===== config.mk =====
export PLATFORM = sky130hd
export DESIGN_NAME = ahblite_mmio_wait_bridge
export DESIGN_NICKNAME = d
export VERILOG_FILES = /design/src/rtl/ahblite_mmio_wait_bridge.sv
export SDC_FILE = /design/constraint.sdc
export NUM_CORES = 1
export LEC_CHECK = 0
export BUFFER_PORTS_ARGS = -buffer_cell sky130_fd_sc_hd__buf_2
export CORE_AREA = 8 8 88 90
export CTS_BUF_LIST = sky130_fd_sc_hd__clkbuf_4 sky130_fd_sc_hd__clkbuf_8
export DETAILED_ROUTE_END_ITERATION = 8
export DIE_AREA = 0 0 96 98
export PLACE_DENSITY = 0.82
export SYNTH_ARGS = -nofsm -noshare
export SYNTH_HDL_FRONTEND = slang
export SYNTH_SLANG_ARGS = --single-unit

===== constraint.sdc =====
create_clock -name clk -period 4.4 [get_ports clk]
set_input_delay 0.22 -clock clk [delete_from_list [all_inputs] [get_ports clk]]
set_output_delay 0.22 -clock clk [all_outputs]
set_load 0.02 [all_outputs]

===== src/rtl/ahblite_mmio_wait_bridge.sv =====
// AHB-Lite slave to MMIO master bridge with wait states, window/size/alignment errors.
// Optional response timeout when AHBLITE_MMIO_TIMEOUT_EN is defined.
module ahblite_mmio_wait_bridge #(
  parameter int unsigned           ADDR_WIDTH     = 32,
  parameter int unsigned           DATA_WIDTH     = 32,
  parameter logic [ADDR_WIDTH-1:0] BASE_ADDR      = '0,
  parameter logic [ADDR_WIDTH-1:0] WIN_SIZE       = ADDR_WIDTH'('h1000),
  parameter int unsigned           TIMEOUT_CYCLES = 256
) (
  input  logic                    clk,
  input  logic                    rst,
  input  logic                    hsel,
  input  logic [ADDR_WIDTH-1:0]   haddr,
  input  logic [1:0]              htrans,
  input  logic                    hwrite,
  input  logic [2:0]              hsize,
  input  logic [DATA_WIDTH-1:0]   hwdata,
  input  logic                    hready,
  output logic                    hreadyout,
  output logic                    hresp,
  output logic [DATA_WIDTH-1:0]   hrdata,
  output logic                    wr_en,
  output logic [ADDR_WIDTH-1:0]   wr_addr,
  output logic [DATA_WIDTH-1:0]   wr_data,
  output logic [DATA_WIDTH/8-1:0] wr_byteen,
  input  logic                    wr_ready,
  output logic                    rd_en,
  output logic [ADDR_WIDTH-1:0]   rd_addr,
  input  logic [DATA_WIDTH-1:0]   rd_data,
  input  logic                    rd_valid
);

  localparam int unsigned BeWidth  = DATA_WIDTH / 8;
  localparam int unsigned LaneBits = $clog2(BeWidth);
  localparam logic [ADDR_WIDTH-1:0] WinMask = ~(WIN_SIZE - ADDR_WIDTH'(1));

  typedef enum logic [2:0] {StIdle, StWrite, StRead, StErr1, StErr2} state_e;

  state_e                  state_q, state_d;
  logic [ADDR_WIDTH-1:0]   addr_q, addr_d;
  logic [BeWidth-1:0]      be_q, be_d;

  logic                    accept, good, done, timeout;
  logic [ADDR_WIDTH-1:0]   align_mask;
  logic [BeWidth-1:0]      lane_base, lanes;

  logic unused_sig;
  assign unused_sig = htrans[0];

  assign accept     = hsel & htrans[1] & hready;
  assign align_mask = ~({ADDR_WIDTH{1'b1}} << hsize);
  assign good       = ((haddr & WinMask) == BASE_ADDR) &&
                      (hsize <= 3'(LaneBits)) &&
                      ((haddr & align_mask) == '0);
  assign lane_base  = BeWidth'((32'd1 << (32'd1 << hsize)) - 32'd1);
  assign lanes      = lane_base << haddr[LaneBits-1:0];

  // A data phase completes (and may accept the next address phase) in these cases.
  always_comb begin
    done = 1'b0;
    case (state_q)
      StIdle:  done = 1'b1;
      StWrite: done = wr_ready;
      StRead:  done = rd_valid;
      StErr2:  done = 1'b1;
      default: done = 1'b0;
    endcase
  end

`ifdef AHBLITE_MMIO_TIMEOUT_EN
  localparam int unsigned CntWidth = $clog2(TIMEOUT_CYCLES);
  logic [CntWidth-1:0] cnt_q, cnt_d;
  logic                busy;

  assign busy    = (state_q == StWrite) || (state_q == StRead);
  assign timeout = busy && !done && (cnt_q == CntWidth'(TIMEOUT_CYCLES - 1));
  assign cnt_d   = (busy && !done && !timeout) ? cnt_q + CntWidth'(1) : '0;

  always_ff @(posedge clk) begin
    if (rst) begin
      cnt_q <= '0;
    end else begin
      cnt_q <= cnt_d;
    end
  end
`else
  logic unused_timeout;
  assign unused_timeout = ^TIMEOUT_CYCLES;
  assign timeout        = 1'b0;
`endif

  always_comb begin
    state_d = state_q;
    addr_d  = addr_q;
    be_d    = be_q;
    if (state_q == StErr1) begin
      state_d = StErr2;
    end else if (done) begin
      state_d = StIdle;
      if (accept) begin
        if (!good) begin
          state_d = StErr1;
        end else begin
          state_d = hwrite ? StWrite : StRead;
          addr_d  = haddr;
          be_d    = lanes;
        end
      end
    end else if (timeout) begin
      state_d = StErr1;
    end
  end

  always_ff @(posedge clk) begin
    if (rst) begin
      state_q <= StIdle;
      addr_q  <= '0;
      be_q    <= '0;
    end else begin
      state_q <= state_d;
      addr_q  <= addr_d;
      be_q    <= be_d;
    end
  end

  // Requests are gated by rst so a pending access drops in the cycle reset is sampled.
  always_comb begin
    hreadyout = 1'b1;
    hresp     = 1'b0;
    hrdata    = '0;
    wr_en     = 1'b0;
    rd_en     = 1'b0;
    case (state_q)
      StWrite: begin
        wr_en     = ~rst;
        hreadyout = wr_ready;
      end
      StRead: begin
        rd_en     = ~rst;
        hreadyout = rd_valid;
        hrdata    = rd_data;
      end
      StErr1: begin
        hreadyout = 1'b0;
        hresp     = 1'b1;
      end
      StErr2: begin
        hresp     = 1'b1;
      end
      default: ;
    endcase
  end

  assign wr_addr   = addr_q;
  assign rd_addr   = addr_q;
  assign wr_byteen = be_q;
  assign wr_data   = hwdata;

endmodule


==> metrics <==
Post-Layout Cell Count=455; Area Overhead vs Synth=26.0%; status=complete, no violations; Post-CTS Resized=0; Final #Nets=482; worst slew pin tran=1.07 ns; Hold-fix buffers, CTS=0; initial antenna violation count=0; most used routing layer=met2; Cell Rows=30; Hold Path Stages=3; FF+latch count, synth=39; Reg power frac=52.7%; synthesized instance count=265; Max-cap violations=0; core area=6490 um^2; Die Area=9410 um^2; vias=2,119; vias in the first global route=2,215; CP Launch Type=flop; Comb pwr share=12.2%; Routed Antenna Nets=0; P_leak=1.52 nW; worst min-delay path class=in -> reg; CP endpoint kind=flop; routability cong.=0.836; 1st-pass router iterations=4; pin count of the biggest net entering global routing=34; Register-to-Register Setup Slack=2.18 ns; RSZ-0062 raised after global routing=no; fin crit share=50.5%; Synth warnings=0; Int Pwr=0.000509 W; Num CTS Buffers=5; sw frac=24.5%; final WL=7480 um; drt via density=4.66; Critical Path Source=state_q[2]; RR Startpoint=state_q[2]; clock tree from TritonCTS=done; Psw=0.000165 W; Worst EP arrival=2.45 ns; initial drt markers=72; grt ovf=0; CP Class=reg -> reg; sequential cell area fraction in the yosys report=35.6%; origin of the worst min-delay path=haddr[10]; Reg2Reg Depth=6; maximum vdd drop=0.115 mV; CTS max path bufs=2; Avg Inst Size Synth=8.28 um^2; die width=96 um; GRT Util Overall=15.3%; DR DRC count=0; Ports=244; grt met1 use=14.6%; fin. max-slew vios=0; Power Dens Cells=244 nW/um^2; ratio of cells with drive above 1 in the final layout=51.7%; clk_skew=0.00677 ns; WHS=0.190 ns; Post-Synthesis Cell Area=2190 um^2; Slew HR=28.7%; root buffer cell=clkbuf_8; # Post-CTS Setup Buffers=0; Placed Cells=447; CP required=4.62 ns; Clk pin slew, worst setup/hold paths=0.08 ns; Die Y=98 um; grt met3 use=6.83%; Final setup viols=0; Clk pwr share=35.1%; setup TNS=0 ns; # clock sinks=39; FMAX=0.450 GHz; H-tree Lvls=2; GRT met2 Usage=27.6%; Max Fanout on Critical Path=20; ANT cells=0; hpwl dp=6280 um; routed len/inst=16.4 um; min Tclk post-route=2.22 ns; global-route wire length before repair=11,500 um; final hold vios=0; worst skew pair latency=0.28 ns; initial core utilization=33.8%; Port Buf Inserts=178; post-synth net total=373; Distinct cells, synth=27
[per-stage QoR]
stage	power [W]	instance area (um^2)	setup WS, ns	util, %
2_1_floorplan	0.000440	2190	2.45	-
3_3_place_gp	0.000445	2670	2.10	41.2
3_5_place_dp	0.000446	2670	2.08	41.2
4_1_cts	0.000690	2760	2.11	42.5
5_1_grt	0.000719	2760	1.85	42.5
6_report	0.000674	2760	2.18	42.5
[power by group through the flow]
stage | clock [W] | sequential [W] | combinational (W)
floorplan | 0 | 0.000362 | 0.0000777
global placement | 0 | 0.000363 | 0.0000815
detailed placement | 0 | 0.000363 | 0.0000831
CTS | 0.000252 | 0.000355 | 0.0000835
global route | 0.000272 | 0.000355 | 0.0000909
finish | 0.000237 | 0.000355 | 0.0000822
[worst paths after layout]
path / to
max: rd_addr[26]
min: rd_addr[10]
max reg2reg: rd_addr[26]
min reg2reg: rd_addr[23]
[flip-flops by register name, indices dropped and copies added, names as in the netlist]
register,flops
rd_addr,32
wr_byteen,4
state_q,3
[layout by cell type (no fill, tap or decap), types with 2 or more instances in the layout]
master    netlist  routed
clkbuf_8        0       5
or4_1           4       4
nand2b_1        5       5
nor2_1          3       3
dfxtp_1        39      39
buf_2           1     178
nor4_2          3       3
nand2_1         3       3
a21o_1          4       4
a21oi_1        22      22
and2_1         52      52
nor4_1          2       2
nand3_1        14      14
buf_4          64       3
o21ai_0        23      23
[synthesized netlist by cell type]
cell	instances	area [um^2]
nor4_2	3	37.5
nand4_1	1	6.26
nor2b_1	1	6.26
a311oi_1	1	8.76
buf_4	64	480
a21o_1	4	30.0
a31oi_1	1	6.26
nand2_1	3	11.3
a211oi_1	1	7.51
nand2b_1	5	31.3
nand3_1	14	70.1
a2111oi_0	1	8.76
clkbuf_1	14	52.6
nor4b_1	1	8.76
nor4_1	2	12.5
or3_1	1	6.26
a211oi_2	1	12.5
nor3b_1	1	7.51
a21oi_1	22	110
or4_1	4	30.0
buf_2	1	5.00
dfxtp_1	39	781
inv_1	1	3.75
o21ai_0	23	115
and2_1	52	325
nand3b_1	1	7.51
nor2_1	3	11.3
[cell type report]
type	count	area (um^2)
multi-input cells	146	876
flip-flops and latches	39	781
inverters	1	3.75
fillers	647	3730
clock buffers	6	76.3
clock inverters	2	12.5
repair buffers	181	913
well taps	80	100
[metal layers]
layer	up-vias	part of all wire (%)
met2	132	51
met3	11	13
met1	939	34
met4	0	1.7
li1	1037	-
met5	-	0
[critical path, stage by stage (launching register included)]
cell,delay [ns]
dfxtp_1,0.48
nand2b_1,0.20
a21o_1,0.15
a21oi_1,0.06
buf_4,0.19
a21oi_1,0.83
and2_1,0.24
[cells by family (layout without fill, tap and decap cells)]
| group | after synthesis | after routing | synth area share, % |
|---|---|---|---|
| compound gates | 54 | 54 | 13.6 |
| buf+inv | 80 | 190 | 24.7 |
| flops | 39 | 39 | 35.6 |
| simple gates | 92 | 92 | 26.1 |
(Power assumes the default switching activity.)
